`src/rtl/cache_maint_seq.sv`:
```
// Cache-wide flush/invalidate sequencer walking every set and way.
// Optional CACHE_MAINT_SKIP_EN: skip sets whose sampled work mask is empty.
module cache_maint_seq #(
  parameter int NUMWAYS  = 4,
  parameter int SETLEN   = 9,
  parameter int NUMLINES = 128
) (
  input  logic               clk,
  input  logic               resetn,
  input  logic               FlushReq,
  input  logic               InvalidateReq,
  input  logic [NUMWAYS-1:0] ValidWay,
  input  logic [NUMWAYS-1:0] DirtyWay,
  input  logic               WriteBackAck,
  output logic [SETLEN-1:0]  MaintAdr,
  output logic [NUMWAYS-1:0] MaintWay,
  output logic               WriteBackReq,
  output logic               ClearDirty,
  output logic               ClearValid,
  output logic               CacheBusy,
  output logic               MaintDone
);

  localparam int WW = $clog2(NUMWAYS);

  typedef enum logic [2:0] {
    S_IDLE,
    S_READ,
    S_SAMPLE,
    S_WAY,
    S_WB,
    S_NEXT,
    S_DONE
  } state_e;

  state_e             state_q, state_d;
  logic [SETLEN-1:0]  set_q, set_d;
  logic [WW-1:0]      way_q, way_d;
  logic               dowb_q, dowb_d;
  logic               doinv_q, doinv_d;
  logic [NUMWAYS-1:0] dirty_q, dirty_d;
  logic               adv;

  always_ff @(posedge clk or negedge resetn) begin
    if (!resetn) begin
      state_q <= S_IDLE;
      set_q   <= '0;
      way_q   <= '0;
      dowb_q  <= 1'b0;
      doinv_q <= 1'b0;
      dirty_q <= '0;
    end else begin
      state_q <= state_d;
      set_q   <= set_d;
      way_q   <= way_d;
      dowb_q  <= dowb_d;
      doinv_q <= doinv_d;
      dirty_q <= dirty_d;
    end
  end

  always_comb begin
    state_d      = state_q;
    set_d        = set_q;
    way_d        = way_q;
    dowb_d       = dowb_q;
    doinv_d      = doinv_q;
    dirty_d      = dirty_q;
    adv          = 1'b0;
    MaintAdr     = '0;
    MaintWay     = '0;
    WriteBackReq = 1'b0;
    ClearDirty   = 1'b0;
    ClearValid   = 1'b0;
    CacheBusy    = (state_q != S_IDLE);
    MaintDone    = 1'b0;

    if (state_q != S_IDLE)
      MaintAdr = set_q;
    if (state_q == S_WAY || state_q == S_WB)
      MaintWay = NUMWAYS'(1) << way_q;

    unique case (state_q)
      S_IDLE: begin
        if (FlushReq || InvalidateReq) begin
          dowb_d  = FlushReq;
          doinv_d = InvalidateReq;
          state_d = S_READ;
        end
      end
      S_READ: state_d = S_SAMPLE;
      S_SAMPLE: begin
        dirty_d = DirtyWay & ValidWay;
        way_d   = '0;
        state_d = S_WAY;
`ifdef CACHE_MAINT_SKIP_EN
        if (((dowb_q ? (DirtyWay & ValidWay) : '0) |
             (doinv_q ? ValidWay : '0)) == '0)
          state_d = S_NEXT;
`endif
      end
      S_WAY: begin
        if (dowb_q && dirty_q[way_q]) begin
          state_d = S_WB;
        end else begin
          ClearValid = doinv_q;
          adv        = 1'b1;
        end
      end
      S_WB: begin
        WriteBackReq = 1'b1;
        if (WriteBackAck) begin
          ClearDirty = 1'b1;
          ClearValid = doinv_q;
          adv        = 1'b1;
        end
      end
      S_NEXT: begin
        if (set_q == SETLEN'(NUMLINES - 1)) begin
          set_d   = '0;
          state_d = S_DONE;
        end else begin
          set_d   = set_q + 1'b1;
          state_d = S_READ;
        end
      end
      S_DONE: begin
        MaintDone = 1'b1;
        state_d   = S_IDLE;
      end
      default: state_d = S_IDLE;
    endcase

    if (adv) begin
      if (way_q == WW'(NUMWAYS - 1)) begin
        state_d = S_NEXT;
      end else begin
        way_d   = way_q + 1'b1;
        state_d = S_WAY;
      end
    end
  end

endmodule

```
`config.mk`:
```
export PLATFORM = sky130hd
export DESIGN_NAME = cache_maint_seq
export DESIGN_NICKNAME = d
export VERILOG_FILES = /design/src/rtl/cache_maint_seq.sv
export SDC_FILE = /design/constraint.sdc
export NUM_CORES = 1
export LEC_CHECK = 0
export ABC_AREA = 1
export BUFFER_PORTS_ARGS = -buffer_cell sky130_fd_sc_hd__buf_2
export CORE_MARGIN = 4
export CORE_UTILIZATION = 41
export DETAILED_ROUTE_END_ITERATION = 8
export PLACE_DENSITY_LB_ADDON = 0.25
export SETUP_SLACK_MARGIN = 0.2
export SLEW_MARGIN = 5
export SYNTH_ARGS = -nofsm -noshare
export SYNTH_HDL_FRONTEND = slang
export SYNTH_SLANG_ARGS = --single-unit
```
`constraint.sdc`:
```
create_clock -name clk -period 1.9 [get_ports clk]
set_input_delay 0.19 -clock clk [delete_from_list [all_inputs] [get_ports clk]]
set_output_delay 0.19 -clock clk [all_outputs]
set_load 0.01 [all_outputs]
```
Word level (Yosys, flattened, before mapping)

Cells that the tools add are included.
W data, S select, Z words.

Register bits after elaboration: 20
Output and inout port bits: 18

Add/subtract/negate cells: 2
Magnitude comparators: 1
Equal/unequal tests: 11
Shift operators: 1
Mux-type cells: 23
Bitwise operators: 1
Reduce and logical (&&, ||, !) cells: 7

Operators with widths:

| cell                  | count |
|---|---|
| $mux W9               | 2 |
| $pmux W3 S6           | 1 |
| $mux W3               | 5 |
| $add A9 B1 Y9 const B | 1 |
| $eq A3 B3 Y1 const B  | 3 |
| $eq A9 B7 Y1 const B  | 1 |
| $mux W1               | 8 |
| $eq A3 B2 Y1 const B  | 2 |
| $mux W2               | 3 |
| $and A4 B4 Y4         | 1 |
| $mux W4               | 1 |
| $pmux W1 S2           | 2 |
| $shl A1 B2 Y4 const A | 1 |
| $eq A3 B1 Y1 const B  | 1 |
| $logic_not A3 Y1      | 1 |
| $lt A2 B3 Y1 const B  | 1 |
| $ne A3 B2 Y1 const B  | 1 |
| $ne A3 B3 Y1 const B  | 1 |
| $reduce_and A3 Y1     | 1 |
| $reduce_bool A3 Y1    | 1 |
| $add A2 B1 Y2 const B | 1 |
| $bmux W1 S2           | 1 |
| $eq A2 B2 Y1 const B  | 1 |
| $logic_or A1 B1 Y1    | 2 |
| other kinds (3)       | 3 |

Depth between registers and ports, before layout

Gate-level depths: netlist (run 1).

Word-level depth: 7
Gate-level depth with buffers: 8
Mapped depth without buffers: 8

Least setup slack after synthesis (run 1)

Ideal clock, no wire load.

Path kind: register to output
Start point: reg state_q[0]
End point: out ClearValid
Arrival time: 1.143 ns
Setup slack: 0.567 ns
Cell stages (with the launch flop): 8
Path buffers: 0
Path through: dfrtp_1 > inv_2 > nand2_2 > nor2_2 > nand2_2 > nand2_4 > inv_2 > nor2_1

Longest elaborated chain between the ends: 2
Elaborated cells on any way between the ends: 3
Those cells by class: eq/ne: 2; mux: 1

RTL lines:

| item                                                | line | text |
|---|---|---|
| start, declared                                     | 36   | `state_e state_q, state_d;` |
| start signal, assigned                              | 53   | `state_q <= state_d;` |
| $eq A3 B3 Y1 / $eq A3 B2 Y1 (equally long branches) | 83   | `unique case (state_q)` |
| $pmux W1 S2 (*)                                     | 83   |  |
| end, declared                                       | 19   | `output logic ClearValid,` |

Mark *: on every way between the ends. The rest lies on a longest branch, timed or not.

Worst setup path after layout (run 1)

Start point: reg state_q[2]
End point: out MaintWay[3]

Longest elaborated chain between the ends: 3
Elaborated cells on any way between the ends: 4
Those cells by class: eq/ne: 2; mux: 1; reduce/logical: 1

RTL lines:

| item                                                | line | text |
|---|---|---|
| $eq A3 B2 Y1 / $eq A3 B3 Y1 (equally long branches) | 80   | `if (state_q == S_WAY \|\| state_q == S_WB)` |
| $logic_or A1 B1 Y1 (*)                              | 80   |  |
| $mux W4 (*)                                         | 80   |  |
| end, declared                                       | 16   | `output logic [NUMWAYS-1:0] MaintWay,` |

Marks and branches as above.

==> results.py, run 1 <==
metrics = {
    "run_status": {
        "status": "finished, final reports clean",
    },
    "grt": {
        "grt_pass1_vias": 1192,
        "grt_usage_pct": 15.87,
        "grt_pass1_wl_um": 5112,
        "grt_max_degree": 21,
        "antenna_found_initial": 0,
        "grt.overflow.total": 0,
    },
    "critical_path": {
        "crit_start": "state_q[2]",
        "cp_cell_sequence": "nor2_4 > inv_2 > nor2_4 > inv_2 > o21ai_2 > inv_2 > nor2_2 > buf_2",
        "r2r_start": "state_q[1]",
        "r2r-end": "set_q[6]",
        "worstSetupPathType": "reg2out",
        "critPathArrivalTime_ns": 1.49,
        "worst-path-max-fanout": 4,
        "slowest_stage": "dfrtp_2",
        "r2r_setup_slack_ns": 0.49,
        "cp_common_cell": "inv_2",
        "r2r_cells": 6,
        "cp.depth": 8,
        "critPathRequiredTime_ns": 1.71,
        "startpoint_type": "flip-flop",
        "slowest_delay_ns": 0.46,
        "cp_num_buf_inv": 4,
        "crit_path_end_kind": "primary output",
        "endpoint": "MaintWay[3]",
        "cp_top_family": "flip-flops",
    },
    "logic_synthesis": {
        "yosys_register_bits": 20,
        "synth.avg_cell_area_um2": 7.127,
        "synth_top_cell_area_share_pct": 41.07,
        "syn_area_um2": 1219,
        "ys_top_cells_by_count": "nand2_1 (41), inv_1 (25), nor2_1 (24), dfrtp_1 (20), nand3_1 (17)",
        "async_flop_share_pct": 100.0,
        "synth_nets": 189,
        "synth_edf_count": 0,
        "ys.flop_type": "dfrtp_1",
        "synth_most_common_cell": "nand2_1",
        "yosysWarnings": 0,
        "synth_top_cell_by_area": "dfrtp_1",
        "synth_cell_types": 20,
        "synthTopCellsByArea": "dfrtp_1 (41%), nand2_1 (13%), inv_1 (7.7%), nor2_1 (7.4%), nand3_1 (7.0%)",
        "seq_area_frac_synth_pct": 41.07,
        "netlist_instances": 171,
    },
    "clock_tree": {
        "clk_path_buf_depth": 2,
        "insertion_delay_ns": 0.31,
        "clock-sinks": 20,
        "cts-buffers-inserted": 3,
        "tritoncts": "done",
        "clk_pin_slew_ns": 0.12,
        "cts.htree.levels": 1,
        "root_buffer": "clkbuf_4",
    },
    "routing": {
        "ant_nets": 0,
        "routed_via_density": 5.021,
        "vias": 1220,
        "drt_wl_total_um": 3049,
        "firstDrtPassIters": 4,
        "avgRoutedWirePerCell_um": 12.55,
        "drc": 0,
        "drt_iter0_markers": 46,
    },
    "sta": {
        "max_freq_mhz": 596.5,
        "setup_ws_ns": 0.2236,
        "slew_headroom_pct": 68.18,
        "setup_viol_count_final": 0,
        "holdWs_ns": 0.1281,
        "fin_crit_ns": 1.676,
        "finalHoldViolCount": 0,
        "drv_slew": 0,
        "setup-tns-final_ns": 0,
        "period_share_pct": 88.23,
        "finalClockSkew_ns": 0.008122,
        "worst_pin_slew_ns": 0.4773,
        "rsz0062_at_grt": "yes",
    },
    "floorplanning": {
        "fp-row-count": 19,
        "dieWidth_um": 62.52,
        "fp.dieArea_um2": 3909,
        "start_util_pct": 43.44,
        "coreArea_um2": 2805,
        "die_h_um": 62.52,
        "num_io_pins": 31,
    },
    "place": {
        "gp_congestion": 0.8165,
        "dp.cells": 230,
        "placed_area_um2": 1395,
        "dpl.hpwl_um": 2145,
        "port_buffers": 30,
        "pre_cts_ws_ns": 0.4578,
    },
    "final_layout": {
        "fin_nets": 232,
        "nFillCells": 278,
        "drive_gt1_share_pct": 31.13,
        "layout.cells.non_filler": 243,
        "fin_area_um2": 1551,
        "diodes": 0,
        "synthToLayoutAreaGrowth_pct": 27.31,
        "post-route-util_pct": 55.31,
    },
    "pwr": {
        "total_leakage_power_nw": 0.8742,
        "finalPower_mw": 0.6721,
        "ir_drop_mv": 0.4646,
        "power.density_nw_per_um2": 433.2,
    },
    "worst_hold_path": {
        "hold_class": "in2reg",
        "min_path_cells": 3,
    },
    "job": {
        "cap_violations": 0,
    },
}
tightest hold or removal path, cell delays in order:
cell	delay, ns
buf_2	0.09
nand2_1	0.04
o21ai_0	0.07
per-layer routing:
| layer | vias to the layer above | global-route usage, % | routed length, µm |
|---|---|---|---|
| met3 | 6 | 3.777 | 173 |
| li1 | 611 | - | - |
| met1 | 563 | 17.71 | 1231 |
| met5 | - | 0 | 0 |
| met4 | 0 | 4.408 | 24 |
| met2 | 40 | 29.69 | 1620 |
logic make-up (layout without fill, tap and decap cells):
kind of cell	after synthesis	in the layout	synth area share, %
AND/OR/NAND/NOR	91	91	32.03
buffers and inverters	33	74	10.88
flip-flops	20	20	41.07
AO/OA/AOI/OAI	17	17	7.289
adder cells (fa/ha/maj)	5	5	5.133
XOR/XNOR	5	5	3.593
report_power, final:
part           internal, mW  switching (mW)
Sequential            0.430         0.00228
Combinational        0.0137          0.0178
Clock                0.0740           0.135
cell usage in the layout, fill, tap and decap left out, types with 2 or more instances in the layout:
cell type / n
nand3_2: 3
xor2_1: 5
dfrtp_1: 18
buf_4: 10
inv_1: 21
buf_2: 30
a21oi_1: 2
nor3_1: 3
clkbuf_4: 3
nand2_4: 4
nor2_2: 2
ha_1: 5
nor2_4: 3
inv_2: 8
dfrtp_2: 2
o21ai_0: 12
nor2_1: 21
nand3_1: 15
nand2_1: 40
timing repair:
| action | CTS | global route |
|---|---|---|
| setup endpoints to repair | 5 | 5 |
| setup buffers | 4 | 5 |
| pin swaps | 3 | 6 |
| resized for setup | 3 | 17 |
| gates cloned | 0 | 0 |
| hold buffers | 1 | 0 |
| endpoints found under the hold margin | 20 | 0 |
sequential cells by signal, indices dropped and copies added, names as in the netlist:
signal and count:
set_q 9, dirty_q 4, state_q 3, way_q 2, doinv_q 1, dowb_q 1
area by class of cell:
cell class              instances  area [µm²]  share of cell area [%]
multi-input cells             118       639.4                   41.21
clock buffers                   3       22.52                   1.452
repair buffers                 41       235.2                   15.16
flip-flops and latches         20       503.0                   32.42
well taps                      31       38.79                   2.500
inverters                      30       112.6                   7.258
how the worst min path moves through the flow:
stage | startpoint | to
6_report | ValidWay[1] | dirty_q[1]
5_1_grt | ValidWay[1] | dirty_q[1]
4_1_cts | InvalidateReq | doinv_q
3_5_place_dp | resetn | set_q[8]
3_3_place_gp | resetn | set_q[8]
2_1_floorplan | resetn | dirty_q[0]
Note: power is estimated with default switching activity, not from simulation.
==> inputs of run 2 (changes only) <==
- ABC_AREA: 1 -> unset
- CORE_ASPECT_RATIO: unset -> 1.4
==> results.py, run 2 <==
metrics = {
    "run_status": {
        "status": "finished, final reports clean",
    },
    "critical_path": {
        "crit_path_end_kind": "primary output",
        "worstSetupPathType": "reg2out",
        "cp_cell_sequence": "mux2i_2 > o22ai_2 > o31a_2 > nor3b_2 > buf_2",
        "r2r_start": "way_q[0]",
        "r2r_cells": 5,
        "startpoint_type": "flip-flop",
        "critPathRequiredTime_ns": 1.71,
        "slowest_stage": "dfrtp_2",
        "critPathArrivalTime_ns": 1.69,
        "worst-path-max-fanout": 4,
        "r2r-end": "way_q[1]",
        "slowest_delay_ns": 0.43,
        "r2r_setup_slack_ns": 0.11,
    },
    "clock_tree": {
        "clk_path_buf_depth": 2,
        "clk_pin_slew_ns": 0.10,
        "tritoncts": "done",
        "clock-sinks": 20,
        "root_buffer": "clkbuf_4",
        "cts.htree.levels": 1,
        "insertion_delay_ns": 0.29,
        "cts-buffers-inserted": 3,
    },
    "logic_synthesis": {
        "synth_top_family_by_area": "simple AND/OR/NAND/NOR gates",
        "synth_top_cell_area_share_pct": 42.33,
        "synth_top_cell_by_area": "dfrtp_1",
        "netlist_instances": 127,
        "synth_most_common_cell": "nand2_1",
        "synthXorXnorAreaFrac_pct": 4.444,
        "async_flop_share_pct": 100.0,
        "yosys.area_share.adder_pct": 5.291,
        "synthTopCellsByArea": "dfrtp_1 (42%), nand2_1 (7.9%), nor2b_1 (5.8%), ha_1 (5.3%), o21ai_0 (3.4%)",
        "ys_top_cells_by_count": "nand2_1 (25), dfrtp_1 (20), nor2b_1 (11), o21ai_0 (8), inv_1 (7)",
        "syn_area_um2": 1182,
        "synth_edf_count": 0,
        "ys.flop_type": "dfrtp_1",
        "synth_nets": 145,
        "seq_area_frac_synth_pct": 42.33,
        "yosys_register_bits": 20,
        "yosysWarnings": 0,
        "synth.avg_cell_area_um2": 9.310,
        "synth-simple-area-share_pct": 29.63,
        "synth-compound-area-share_pct": 8.889,
        "synthMuxAreaShare_pct": 3.810,
        "synth_cell_types": 34,
    },
    "final_layout": {
        "reg_top3": "set_q (9), dirty_q (4), state_q (3)",
        "layout_commonest_cell": "buf_2",
        "largest_register": "set_q",
        "synthToLayoutAreaGrowth_pct": 30.26,
        "layout_common_cells": "buf_2 (30), nand2_1 (25), dfrtp_1 (16), nor2b_1 (11)",
        "largest_reg_flops": 9,
        "drive_gt1_share_pct": 37.06,
        "diodes": 0,
        "fin_nets": 189,
        "fin_area_um2": 1540,
    },
    "sta": {
        "max_freq_mhz": 532.3,
        "slew_headroom_pct": 71.19,
        "finalClockSkew_ns": 0.006244,
        "rsz0062_at_grt": "yes",
        "finalHoldViolCount": 0,
        "worst_pin_slew_ns": 0.4322,
        "period_share_pct": 98.88,
        "fin_crit_ns": 1.879,
        "holdWs_ns": 0.1288,
        "setup_viol_count_final": 0,
        "setup-tns-final_ns": 0,
        "drv_slew": 0,
        "setup_ws_ns": 0.02126,
    },
    "floorplanning": {
        "fp-row-count": 22,
        "start_util_pct": 43.83,
        "fp.dieArea_um2": 3819,
        "coreArea_um2": 2698,
        "die_h_um": 71.54,
        "dieWidth_um": 53.39,
        "num_io_pins": 31,
    },
    "pwr": {
        "total_leakage_power_nw": 0.8209,
        "finalPower_mw": 0.7006,
        "power.density_nw_per_um2": 454.9,
        "ir_drop_mv": 0.3001,
    },
    "grt": {
        "met1_usage_pct": 17.33,
        "met3_usage_pct": 2.079,
        "antenna_found_initial": 0,
        "grt_pass1_wl_um": 4008,
        "grt.overflow.total": 0,
        "met2_usage_pct": 23.06,
        "busiest_layer": "met2",
        "grt_usage_pct": 13.74,
        "grt_pass1_vias": 928,
        "grt_max_degree": 21,
    },
    "routing": {
        "drt_iter0_markers": 24,
        "drt_wl_total_um": 2531,
        "drc": 0,
        "vias": 1003,
        "ant_nets": 0,
        "avgRoutedWirePerCell_um": 12.29,
        "routed_via_density": 4.869,
        "firstDrtPassIters": 4,
    },
    "place": {
        "pre_cts_ws_ns": 0.2434,
        "dpl.hpwl_um": 1813,
        "placed_area_um2": 1353,
        "gp_congestion": 0.7802,
        "port_buffers": 30,
    },
    "worst_hold_path": {
        "min_path_cells": 3,
        "worst_hold_path.endpoint": "dirty_q[3]",
        "hold_class": "in2reg",
        "hp-start": "ValidWay[3]",
    },
    "job": {
        "cap_violations": 0,
    },
}
## run 2: cell types whose count changed after synthesis, sizes merged, moves of 3 or more
cell	previous run	this run
o21ai	14	8
nand3	18	6
nand2	44	26
and3	0	4
nor2	26	6
mux2i	0	3
nor2b	0	11
xnor2	0	3
inv	29	7
## run 2: cells by family (layout without fill, tap and decap cells)
family          after synthesis  in the layout
compound gates               15             15
fa+ha+maj                     5              5
mux                           4              4
xor+xnor                      6              6
buf+inv                      11             54
simple gates                 66             66
flops                        20             20
## run 2: layout make-up
type	instances	area (µm²)
Clock buffer	4	36.28
Fill cell	292	1157
Inverter	7	26.28
Multi-Input combinational cell	96	661.9
Sequential cell	20	505.5
Tap cell	36	45.04
Timing Repair Buffer	43	265.3
## run 2: where the power goes
part           total (mW)  switching (mW)  internal (mW)
registers           0.433         0.00338          0.430
logic              0.0290          0.0153         0.0137
clock network       0.239           0.122          0.117
## run 2: worst max-delay path by stage
stage | start | to | slack [ns] | cells after the start
6_report | way_q[0] | ClearValid | 0.02 | 5
5_1_grt | way_q[0] | ClearValid | -0.05 | 5
4_1_cts | way_q[0] | ClearValid | 0.03 | 5
3_5_place_dp | way_q[0] | ClearValid | 0.24 | 5
3_3_place_gp | way_q[0] | ClearValid | 0.29 | 5
2_1_floorplan | way_q[0] | way_q[1] | 0.33 | 3
## run 2: metal layers
| metal | routed length, µm | vias to the layer above |
|---|---|---|
| li1 | - | 509 |
| met1 | 1091 | 467 |
| met2 | 1294 | 25 |
| met3 | 124 | 2 |
| met4 | 20 | 0 |
| met5 | 0 | - |
## run 2: repair_timing
item | 4_1_cts | 5_1_grt
buffers inserted | 2 | 8
setup endpoints to repair | 10 | 7
gates resized for setup | 5 | 12
hold buffers | 1 | 0
hold endpoints to repair | 20 | 0
pin swaps | 1 | 4
## run 2: critical path, delay by kind of cell, from the launching register on
family	cells	cell delay (ns)
AO/OA/AOI/OAI	2	0.42
buffers and inverters	1	0.14
flip-flops	1	0.43
multiplexers	1	0.25
AND/OR/NAND/NOR	1	0.17
## run 2: per-stage QoR
stage / utilization (%) / std cells
final: 57.10 / 206
after global routing: 57.10 / 206
after CTS: 52.97 / 198
after detailed placement: 50.14 / 191
after global placement: 50.14 / 191
after floorplan: - / 127
